===== src/rtl/itype_decode_stage.sv =====
// I-type decode stage: decodes OP-IMM, LOAD and JALR into a single ID/EX register
// with valid/ready backpressure, flush, and a saturating illegal-instruction counter.
module itype_decode_stage #(
  parameter int XLEN  = 32,
  parameter int CNT_W = 16
) (
  input  logic             clk,
  input  logic             rst_n,
  input  logic             in_valid,
  output logic             in_ready,
  input  logic [31:0]      in_instr,
  input  logic [XLEN-1:0]  in_pc,
  input  logic             flush,
  output logic             out_valid,
  input  logic             out_ready,
  output logic [XLEN-1:0]  out_pc,
  output logic [31:0]      out_imm,
  output logic [2:0]       out_func3,
  output logic             out_srli_e,
  output logic [4:0]       out_rs1,
  output logic [4:0]       out_rd,
  output logic             out_op_imm,
  output logic             out_load,
  output logic             out_jalr,
  output logic             out_reg_we,
  output logic             out_illegal,
  output logic [CNT_W-1:0] illegal_cnt
);

  localparam logic [6:0] OPC_OP_IMM = 7'b0010011;
  localparam logic [6:0] OPC_LOAD   = 7'b0000011;
  localparam logic [6:0] OPC_JALR   = 7'b1100111;
  localparam logic [CNT_W-1:0] CNT_MAX = {CNT_W{1'b1}};
  localparam logic [CNT_W-1:0] CNT_ONE = {{(CNT_W-1){1'b0}}, 1'b1};

  logic [6:0]  opcode;
  logic [2:0]  func3;
  logic [6:0]  funct7;
  logic        dec_op_imm;
  logic        dec_load;
  logic        dec_jalr;
  logic        dec_legal;
  logic        dec_shift;
  logic [31:0] dec_imm;
  logic        dec_srli_e;

  logic             out_valid_q, out_valid_d;
  logic [XLEN-1:0]  pc_q, pc_d;
  logic [31:0]      imm_q, imm_d;
  logic [2:0]       func3_q, func3_d;
  logic             srli_e_q, srli_e_d;
  logic [4:0]       rs1_q, rs1_d;
  logic [4:0]       rd_q, rd_d;
  logic             op_imm_q, op_imm_d;
  logic             load_q, load_d;
  logic             jalr_q, jalr_d;
  logic             reg_we_q, reg_we_d;
  logic             illegal_q, illegal_d;
  logic [CNT_W-1:0] cnt_q, cnt_d;

  logic xfer;
  logic capture;

  assign opcode = in_instr[6:0];
  assign func3  = in_instr[14:12];
  assign funct7 = in_instr[31:25];

  // Legality and class: the opcode compare also covers the instr[1:0]==11 requirement.
  always_comb begin
    dec_op_imm = 1'b0;
    dec_load   = 1'b0;
    dec_jalr   = 1'b0;
    unique case (opcode)
      OPC_OP_IMM: begin
        if (func3 == 3'b001)      dec_op_imm = (funct7 == 7'b0000000);
        else if (func3 == 3'b101) dec_op_imm = (funct7 == 7'b0000000) || (funct7 == 7'b0100000);
        else                      dec_op_imm = 1'b1;
      end
      OPC_LOAD: dec_load = (func3 == 3'b000) || (func3 == 3'b001) || (func3 == 3'b010) ||
                           (func3 == 3'b100) || (func3 == 3'b101);
      OPC_JALR: dec_jalr = (func3 == 3'b000);
      default: ;
    endcase
    dec_legal  = dec_op_imm || dec_load || dec_jalr;
    dec_shift  = (opcode == OPC_OP_IMM) && ((func3 == 3'b001) || (func3 == 3'b101));
    dec_imm    = dec_shift ? {27'b0, in_instr[24:20]} : {{20{in_instr[31]}}, in_instr[31:20]};
    dec_srli_e = ((opcode == OPC_OP_IMM) && (func3 == 3'b101)) ? ~in_instr[30] : 1'b1;
  end

  assign in_ready = !out_valid_q || out_ready;
  assign xfer     = in_valid && in_ready;
  assign capture  = xfer && !flush;

  // Flush wins over a same-cycle transfer and never touches data or the counter.
  always_comb begin
    out_valid_d = out_valid_q;
    pc_d        = pc_q;
    imm_d       = imm_q;
    func3_d     = func3_q;
    srli_e_d    = srli_e_q;
    rs1_d       = rs1_q;
    rd_d        = rd_q;
    op_imm_d    = op_imm_q;
    load_d      = load_q;
    jalr_d      = jalr_q;
    reg_we_d    = reg_we_q;
    illegal_d   = illegal_q;
    cnt_d       = cnt_q;
    if (flush)          out_valid_d = 1'b0;
    else if (xfer)      out_valid_d = 1'b1;
    else if (out_ready) out_valid_d = 1'b0;
    if (capture) begin
      pc_d      = in_pc;
      imm_d     = dec_imm;
      func3_d   = func3;
      srli_e_d  = dec_srli_e;
      rs1_d     = in_instr[19:15];
      rd_d      = in_instr[11:7];
      op_imm_d  = dec_op_imm;
      load_d    = dec_load;
      jalr_d    = dec_jalr;
      reg_we_d  = dec_legal && (in_instr[11:7] != 5'd0);
      illegal_d = !dec_legal;
      if (!dec_legal && (cnt_q != CNT_MAX)) cnt_d = cnt_q + CNT_ONE;
    end
  end

  always_ff @(posedge clk or negedge rst_n) begin
    if (!rst_n) begin
      out_valid_q <= 1'b0;
      pc_q        <= '0;
      imm_q       <= '0;
      func3_q     <= '0;
      srli_e_q    <= 1'b0;
      rs1_q       <= '0;
      rd_q        <= '0;
      op_imm_q    <= 1'b0;
      load_q      <= 1'b0;
      jalr_q      <= 1'b0;
      reg_we_q    <= 1'b0;
      illegal_q   <= 1'b0;
      cnt_q       <= '0;
    end else begin
      out_valid_q <= out_valid_d;
      pc_q        <= pc_d;
      imm_q       <= imm_d;
      func3_q     <= func3_d;
      srli_e_q    <= srli_e_d;
      rs1_q       <= rs1_d;
      rd_q        <= rd_d;
      op_imm_q    <= op_imm_d;
      load_q      <= load_d;
      jalr_q      <= jalr_d;
      reg_we_q    <= reg_we_d;
      illegal_q   <= illegal_d;
      cnt_q       <= cnt_d;
    end
  end

  assign out_valid   = out_valid_q;
  assign out_pc      = pc_q;
  assign out_imm     = imm_q;
  assign out_func3   = func3_q;
  assign out_srli_e  = srli_e_q;
  assign out_rs1     = rs1_q;
  assign out_rd      = rd_q;
  assign out_op_imm  = op_imm_q;
  assign out_load    = load_q;
  assign out_jalr    = jalr_q;
  assign out_reg_we  = reg_we_q;
  assign out_illegal = illegal_q;
  assign illegal_cnt = cnt_q;

endmodule


===== config.mk =====
export PLATFORM = sky130hd
export DESIGN_NAME = itype_decode_stage
export DESIGN_NICKNAME = d
export VERILOG_FILES = /design/src/rtl/itype_decode_stage.sv
export SDC_FILE = /design/constraint.sdc
export NUM_CORES = 1
export LEC_CHECK = 0
export ABC_AREA = 1
export CORE_AREA = 8 8 115 117
export CTS_CLUSTER_SIZE = 20
export DETAILED_ROUTE_END_ITERATION = 8
export DIE_AREA = 0 0 123 125
export HOLD_SLACK_MARGIN = 0.12
export PLACE_DENSITY_LB_ADDON = 0.3
export SYNTH_ARGS = -nofsm -noshare
export SYNTH_HDL_FRONTEND = slang
export SYNTH_SLANG_ARGS = --single-unit

===== constraint.sdc =====
create_clock -name clk -period 3.3 [get_ports clk]
set_input_delay 0.66 -clock clk [delete_from_list [all_inputs] [get_ports clk]]
set_output_delay 0.66 -clock clk [all_outputs]
set_load 0.02 [all_outputs]

==> results.ini, run 1 <==
[run_status]
outcome=completed

[critical_path]
cp_data_arrival_time_ns=1.82
crit_required_ns=2.64
criticalPathCategory=in2out
crit_path_start_kind=input port
crit_path_end_kind=primary output
path_max_fanout=3
r2r_cells=8

[logic_synthesis]
ys_seq_elements=80
synthMuxAreaShare=0
syn_nets=562
ys_seq_area_frac=0.510
syn_area_um2=3930
syn_area_per_cell_um2=7.98
async_flop_share=1.00
synthXorXnorAreaFrac=0.0156
synth_top_family_by_area=simple AND/OR/NAND/NOR gates
synth_cells=492
yosys_warnings=0
synth_compound_area_frac=0.0233
synthSimpleGateAreaFrac=0.354
synth_edf_count=0
synth-adder-area-share=0.00319
yosysUniqueCellTypes=29
ys.flop_type=dfrtp_1

[min_path]
hold_depth=2
hold_path.class=reg2reg

[clocking]
clock_path_buffers=2
cts_resized=0
cts_root_buffer=clkbuf_16
clkSinkCount=80
htree_num_levels=3
cts_buffers=9
hold_buffers=0
tritoncts=built
insertion_delay_ns=0.33
post_cts_buffers=0
clk_pin_slew_ns=0.05

[sta]
max_freq_mhz=403
min_period_over_period=0.753
setup_viol=0
worst_slew_pin_slew_ns=1.01
hold_viol_final=0
rsz0062_at_grt=false
relSlewSlack=0.325
final.setup.tns_ns=0
fin_ws_ns=0.816
clock_skew_ns=0.00867
hold-worst-slack_ns=0.475
layout_min_cycle_time_ns=2.48
final_max_slew_viol_count=0

[grt]
grt_pass1_vias=3702
grt_max_degree=81
grt_busiest_layer=met2
antenna_found_initial=0
grt-ovfl-total=0
grtUsageMet2=0.243
grt_pass1_wl_mm=18.6
track_usage=0.148
met3_usage=0.0545
grt_use_met1=0.180

[flow_run]
maxCapViolations=0

[power]
pwr-share-comb=0.299
p_sw_mw=0.954
ir_worst_vdd_mv=0.334
power.density_nw_per_um2=515
p_clk_frac=0.297
power_leakage_nw=2.74
internal_power_mw=2.05
power_switching_share=0.317
seqPwrFrac=0.404

[die]
rows=40
start_util=0.338
ios=170
die-width_um=123
core-area_um2=11600
die_area_um2=15400
die_y_um=125

[cells_and_area]
nets=708
fin_area_um2=5840
final.fill_count=1081
n_antenna_cell=0
final_cell_mix=nand2_1 (226), clkdlybuf4s50_1 (168), dfrtp_1 (80)
layout-drive-gt1-share=0.0684
finalNonFillerCells=790
areaGrowthSynthToFinish_pct=48.9
layout_commonest_cell=nand2_1

[routing]
viasPerCell=4.59
drc_errors=0
drtPass1Iterations=4
routed_wl_mm=11.5
via_count=3630
drtIter0Drc=162
wl_per_cell_um=14.5
postRouteAntennaNets=0

[placed_design]
pre_cts_ws_ns=0.813
place_area_um2=5580
hpwl_mm=8.46
dp.cells=774
portBuffers=169
place.gp.congestion=0.851

critical path, cell delays in order:
cell	delay [ns]
clkdlybuf4s50_1	0.45
nor2_1	0.05
inv_2	0.06
clkdlybuf4s50_1	0.60
registers in the layout, indices dropped and copies added (netlist names), 3 cells and up:
name and cells:
illegal_cnt 16, out_func3 3, out_imm 12, out_pc 32
out_rd 5, out_rs1 5
through the flow:
step	utilization	power (mW)
CTS	0.503	3.06
global placement	0.480	2.13
floorplan	-	1.68
global route	0.503	3.18
finish	0.503	3.01
detailed placement	0.480	2.14
synthesized netlist by cell type (5+ instances only):
cell,instances,share of area
nand2_1,227,0.22
dfrtp_1,80,0.51
nor2_1,31,0.030
inv_1,24,0.023
nand4_1,22,0.035
buf_4,21,0.040
nand3_1,19,0.024
buf_2,11,0.014
o21ai_0,10,0.013
nor2_2,6,0.0096
inv_2,5,0.0048
nand2_2,5,0.0080
layer usage:
layer  share of wire  wire [µm]  vias up
li1                -          -     1806
met1            0.42       4830     1686
met2            0.47       5450      133
met3           0.098       1130        5
met4          0.0059         68        0
met5               0          0        -
logic make-up after synthesis:
logic type | after synthesis
flops | 80
compound gates | 17
buf+inv | 68
xor+xnor | 7
fa+ha+maj | 1
simple gates | 319
area by class of cell:
class | count | area, µm² | share of cell area
inverter | 30 | 113 | 0.0193
sequential | 80 | 2000 | 0.343
multi-input combinational | 344 | 1560 | 0.267
timing repair buffer | 173 | 1720 | 0.294
clock inverter | 5 | 33.8 | 0.00578
tap | 147 | 184 | 0.0315
clock buffer | 11 | 233 | 0.0398
power groups by stage:
stage	registers (mW)	clock network [mW]	logic (mW)
6_report	1.22	0.894	0.898
5_1_grt	1.24	0.967	0.969
4_1_cts	1.22	0.926	0.915
3_5_place_dp	1.23	0	0.912
3_3_place_gp	1.23	0	0.901
2_1_floorplan	1.39	0	0.293
path summary, 6_finish.rpt:
| check | slack [ns] | from | to |
|---|---|---|---|
| worst min-delay path | 0.48 | out_pc[14] | out_pc[14] |
| worst max-delay path | 0.82 | out_ready | in_ready |
| min in group asynchronous | 0.50 | rst_n | out_pc[4] |
| max in group asynchronous | 2.14 | rst_n | out_imm[30] |
| worst min register to register | 0.48 | out_pc[14] | out_pc[14] |
| worst max register to register | 1.53 | illegal_cnt[0] | illegal_cnt[6] |
Power figures use the tool's default switching activity.
==> run 2, diff against run 1 <==
==> constraint.sdc (replaced) <==
create_clock -name clk -period 2.1 [get_ports clk]
set_input_delay 0.42 -clock clk [delete_from_list [all_inputs] [get_ports clk]]
set_output_delay 0.42 -clock clk [all_outputs]
set_load 0.02 [all_outputs]
==> results.ini, run 2 (synthesis gave the netlist of run 1 again) <==
[cells_and_area]
fin_area_um2=5990  ; +2.6%
largest_register_ffs=32  ; unchanged
utilization=0.516  ; +0.0130
final_cell_mix=nand2_1 (226), clkdlybuf4s50_1 (168), dfrtp_1 (80)
layout-drive-gt1-share=0.0786  ; +0.0102
nets=714  ; +0.85%
areaGrowthSynthToFinish_pct=52.7
layout_commonest_cell=nand2_1
n_antenna_cell=0  ; unchanged

[routing]
postRouteAntennaNets=0  ; unchanged
viasPerCell=4.55  ; -0.92%
drc_errors=0  ; unchanged
drtIter0Drc=158  ; -2.5%
wl_per_cell_um=14.4  ; -0.95%
drtPass1Iterations=4  ; unchanged
via_count=3624  ; -0.17%
routed_wl_mm=11.4  ; -0.20%

[grt]
track_usage=0.148  ; about the same
antenna_found_initial=0  ; unchanged
grt-ovfl-total=0  ; unchanged
grt_pass1_wl_mm=18.5  ; -0.22%
grt_pass1_vias=3686  ; -0.43%
grt_max_degree=45  ; -44%

[power]
power_switching_share=0.298  ; -0.0195
power.density_nw_per_um2=858  ; +67%
p_total_mw=5.14  ; +71%
power_leakage_nw=2.82  ; +2.8%
ir_worst_vdd_mv=0.636  ; +90%
pwr-share-comb=0.281  ; -0.018
p_clk_frac=0.350  ; +0.053
p_sw_mw=1.53  ; +60%
seqPwrFrac=0.369  ; -0.035
internal_power_mw=3.61  ; +76%

[die]
start_util=0.338  ; unchanged
die-width_um=123  ; unchanged
ios=170  ; unchanged
die_area_um2=15400  ; unchanged
core-area_um2=11600  ; unchanged
rows=40  ; unchanged
die_y_um=125  ; unchanged

[sta]
min_period_over_period=0.956
hold_viol_final=0  ; unchanged
worst_slew_pin_slew_ns=0.517  ; -0.495 ns
hold-worst-slack_ns=0.478  ; +0.00308 ns
rsz0062_at_grt=false
final_max_slew_viol_count=0  ; unchanged
layout_min_cycle_time_ns=2.01
clock_skew_ns=0.00933  ; +0.000658 ns
setup_viol=0  ; unchanged
relSlewSlack=0.655  ; +0.330
final.setup.tns_ns=0  ; unchanged
max_freq_mhz=498

[critical_path]
crit_required_ns=1.68  ; -0.96 ns
crit_path_end_kind=primary output
cp_data_arrival_time_ns=1.59  ; -0.23 ns
path_max_fanout=3  ; unchanged
crit_path_start_kind=input port
criticalPathCategory=in2out

[placed_design]
place_area_um2=5640  ; +1.1%
portBuffers=169  ; unchanged
hpwl_mm=8.72  ; +3.0%
place.gp.congestion=0.852  ; +0.11%

[clocking]
cts_root_buffer=clkbuf_16
htree_num_levels=3  ; unchanged
clock_path_buffers=2  ; unchanged
clk_pin_slew_ns=0.06  ; about the same
clkSinkCount=80  ; unchanged
insertion_delay_ns=0.33  ; about the same
cts_buffers=9  ; unchanged
tritoncts=built
cts_resized=0  ; unchanged

[flow_run]
maxCapViolations=0  ; unchanged

[run_status]
outcome=completed

[min_path]
hold_path.class=reg2reg

[run 2: cell count changes in the layout (fill, tap and decap cells not counted)]
cell | previous run | this run
buf_4 | 5 | 8
buf_12 | 0 | 2
clkinv_4 | 1 | 2
clkinvlp_4 | 2 | 1
bufinv_16 | 0 | 3
dlygate4sd3_1 | 0 | 1
clkbuf_1 | 2 | 0
clkinv_2 | 2 | 1
[run 2: cell type report]
| cell class | instances | area [µm²] |
|---|---|---|
| Inverter | 30 | 113 |
| Clock buffer | 9 | 225 |
| Multi-Input combinational cell | 344 | 1560 |
| Clock inverter | 7 | 120 |
| Tap cell | 147 | 184 |
| Fill cell | 1105 | 5620 |
| Sequential cell | 80 | 2000 |
| Timing Repair Buffer | 179 | 1790 |
[run 2: final timing paths]
path / start / endpoint / slack (ns) / cells after the start
setup / recovery: out_ready / in_ready / 0.09 / 4
setup reg to reg: illegal_cnt[0] / illegal_cnt[13] / 0.34 / 8
min in group asynchronous: rst_n / out_pc[11] / 0.60 / 2
max in group asynchronous: rst_n / illegal_cnt[13] / 0.92 / 3
hold reg to reg: out_pc[28] / out_pc[28] / 0.48 / 2
hold / removal: out_pc[28] / out_pc[28] / 0.48 / 2
[run 2: per-layer routing]
| layer | track usage | wire length, µm | vias up |
|---|---|---|---|
| li1 | - | - | 1821 |
| met1 | 0.175 | 4800 | 1664 |
| met2 | 0.248 | 5430 | 122 |
| met3 | 0.0441 | 997 | 17 |
| met4 | 0.0539 | 214 | 0 |
| met5 | 0 | 0 | - |
[run 2: timing repair]
| action | 4_1_cts | 5_1_grt |
|---|---|---|
| hold buffers | 1 | 0 |
| endpoints found under the hold margin | 37 | 0 |
| buffers inserted | 0 | 0 |
[run 2: metrics by stage]
step	cells	setup WS, ns
6_report	796	0.0919
5_1_grt	796	0.0302
4_1_cts	796	0.0858
3_5_place_dp	779	0.0837
3_3_place_gp	779	0.0837
2_1_floorplan	492	0.433
[run 2: critical path, cell delays in order]
cell and delay, ns:
clkdlybuf4s50_1 0.46, nor2_1 0.05, inv_2 0.06, clkdlybuf4s50_1 0.60
[run 2: power by group through the flow]
stage	clock network [mW]	registers [mW]	logic, mW
6_report	1.80	1.90	1.44
5_1_grt	1.90	1.92	1.55
4_1_cts	1.85	1.90	1.47
3_5_place_dp	0	1.92	1.46
3_3_place_gp	0	1.92	1.45
2_1_floorplan	0	2.18	0.461
==> run 3, diff against run 2 <==
--- a/config.mk
+++ b/config.mk
@@ -6,10 +6,12 @@
 export NUM_CORES = 1
 export LEC_CHECK = 0
 export ABC_AREA = 1
-export CORE_AREA = 8 8 115 117
+export CELL_PAD_IN_SITES_DETAIL_PLACEMENT = 0
+export CELL_PAD_IN_SITES_GLOBAL_PLACEMENT = 1
+export CORE_AREA = 8 8 130 132
 export CTS_CLUSTER_SIZE = 20
 export DETAILED_ROUTE_END_ITERATION = 8
-export DIE_AREA = 0 0 123 125
+export DIE_AREA = 0 0 138 140
 export HOLD_SLACK_MARGIN = 0.12
 export PLACE_DENSITY_LB_ADDON = 0.3
 export SYNTH_ARGS = -nofsm -noshare
==> results.ini, run 3 (synthesis gave the netlist of run 1 again) <==
[critical_path]
worstReg2RegEnd=illegal_cnt[8]
crit_path_start_kind=input port
cp_data_arrival_time_ns=1.59  ; about the same
criticalPathCategory=in2out
path_delay_family=buffers and inverters
worstSetupPathDepth=4  ; unchanged
r2r_cells=8  ; unchanged
path_buf_inv=3  ; unchanged
cp_slowest_cell=clkdlybuf4s50_1
slowest_delay_ns=0.61  ; about the same
r2r-start=illegal_cnt[0]
cp_cell_sequence=clkdlybuf4s50_1 > nor2_1 > inv_2 > clkdlybuf4s50_1
crit_path_end_kind=primary output
path_max_fanout=3  ; unchanged
crit_required_ns=1.68  ; about the same
crit_path_frequent_cell=clkdlybuf4s50_1
r2r_slack_ns=0.30  ; -0.04 ns

[clocking]
cts_buffers=9  ; unchanged
cts_root_buffer=clkbuf_16
clk_pin_slew_ns=0.06  ; about the same
insertion_delay_ns=0.34  ; about the same
cts_resized=1  ; +1
tritoncts=built
htree_num_levels=3  ; unchanged
clkSinkCount=80  ; unchanged
hold_buffers=0  ; -1
clock_path_buffers=2  ; unchanged
post_cts_buffers=0  ; unchanged

[cells_and_area]
fin_area_um2=6000  ; about the same
areaGrowthSynthToFinish_pct=52.8  ; about the same
final_cell_mix=nand2_1 (226), clkdlybuf4s50_1 (168), dfrtp_1 (79)
n_antenna_cell=0  ; unchanged
layout_commonest_cell=nand2_1
largest_register_ffs=32  ; unchanged
nets=711  ; -0.42%
layout-drive-gt1-share=0.0759  ; -0.00273

[routing]
drtIter0Drc=118  ; -25%
drtPass1Iterations=4  ; unchanged
wl_per_cell_um=14.8  ; +3.1%
routed_wl_mm=12.4  ; +8.0%
postRouteAntennaNets=0  ; unchanged
viasPerCell=4.33  ; -4.8%
drc_errors=0  ; unchanged
via_count=3615  ; -0.25%

[flow_run]
maxCapViolations=0  ; unchanged

[grt]
grt-ovfl-total=0  ; unchanged
grt_pass1_vias=3714  ; +0.76%
track_usage=0.128  ; -0.0199
grt_pass1_wl_mm=20.1  ; +8.4%
grt_max_degree=81  ; +80%
antenna_found_initial=0  ; unchanged

[sta]
rsz0062_at_grt=false
max_freq_mhz=498  ; about the same
layout_min_cycle_time_ns=2.01  ; +0.000205 ns
final.setup.tns_ns=0  ; unchanged
setup_viol=0  ; unchanged
final_max_slew_viol_count=0  ; unchanged
worst_slew_pin_slew_ns=0.457  ; -0.0605 ns
hold_viol_final=0  ; unchanged
min_period_over_period=0.956  ; about the same
relSlewSlack=0.695  ; +0.0403
clock_skew_ns=0.00678  ; -0.00255 ns

[run_status]
outcome=completed

[placed_design]
place.gp.congestion=0.792  ; -7.0%
hpwl_mm=9.07  ; +4.1%
portBuffers=169  ; unchanged
place_area_um2=5680  ; +0.64%

[min_path]
hold_path.class=in2async

[die]
die_y_um=140  ; +12%
rows=45  ; +13%
die_area_um2=19300  ; +26%
core-area_um2=14900  ; +28%
ios=170  ; unchanged
die-width_um=138  ; +12%
start_util=0.264  ; -0.0740

[power]
power_leakage_nw=2.80  ; -0.79%
ir_worst_vdd_mv=0.388  ; -39%
power.density_nw_per_um2=834  ; -2.8%

==> run 3: cell types whose count changed in the layout (fill, tap and decap cells not counted), sizes merged <==
cell	change
buf	-2
dlygate4sd3	-1
bufinv	-2
clkinv	-2
clkinvlp	-1
clkbuf	+5
==> run 3: where the power goes <==
group / internal [mW] / switching, mW / total [mW]
clock network: 1.05 / 0.612 / 1.66
registers: 1.75 / 0.161 / 1.91
logic: 0.691 / 0.737 / 1.43
total: 3.49 / 1.51 / 5.00
==> run 3: layout make-up <==
class                      count  area, µm²
multi-input combinational    344       1560
timing repair buffer         176       1770
fill                        1476       8870
inverter                      30        113
tap                          188        235
clock inverter                 2       35.0
sequential                    80       2000
clock buffer                  14        284
==> run 3: through the flow <==
step | setup slack, ns | utilization | cells | total power, mW | hold WS [ns]
after floorplan | 0.433 | - | 492 | 2.64 | 0.124
after global placement | 0.0786 | 0.382 | 818 | 3.37 | 0.463
after detailed placement | 0.0871 | 0.382 | 818 | 3.39 | 0.464
after CTS | 0.0841 | 0.403 | 834 | 5.10 | 0.121
after global routing | 0.0302 | 0.403 | 834 | 5.27 | 0.147
final | 0.0917 | 0.403 | 834 | 5.00 | 0.110
==> run 3: metal layers <==
metal / GRT usage / vias to the layer above / part of all wire
li1: - / 1816 / -
met2: 0.204 / 125 / 0.46
met1: 0.152 / 1658 / 0.44
met3: 0.0463 / 16 / 0.079
met5: 0 / - / 0
met4: 0.0589 / 0 / 0.022
==> run 3: worst max-delay path by stage <==
stage	endpoint	from	slack, ns
floorplan	illegal_cnt[6]	illegal_cnt[0]	0.43
global placement	in_ready	out_ready	0.08
detailed placement	in_ready	out_ready	0.09
CTS	in_ready	out_ready	0.08
global route	out_imm[24]	out_imm[30]	0.03
finish	in_ready	out_ready	0.09
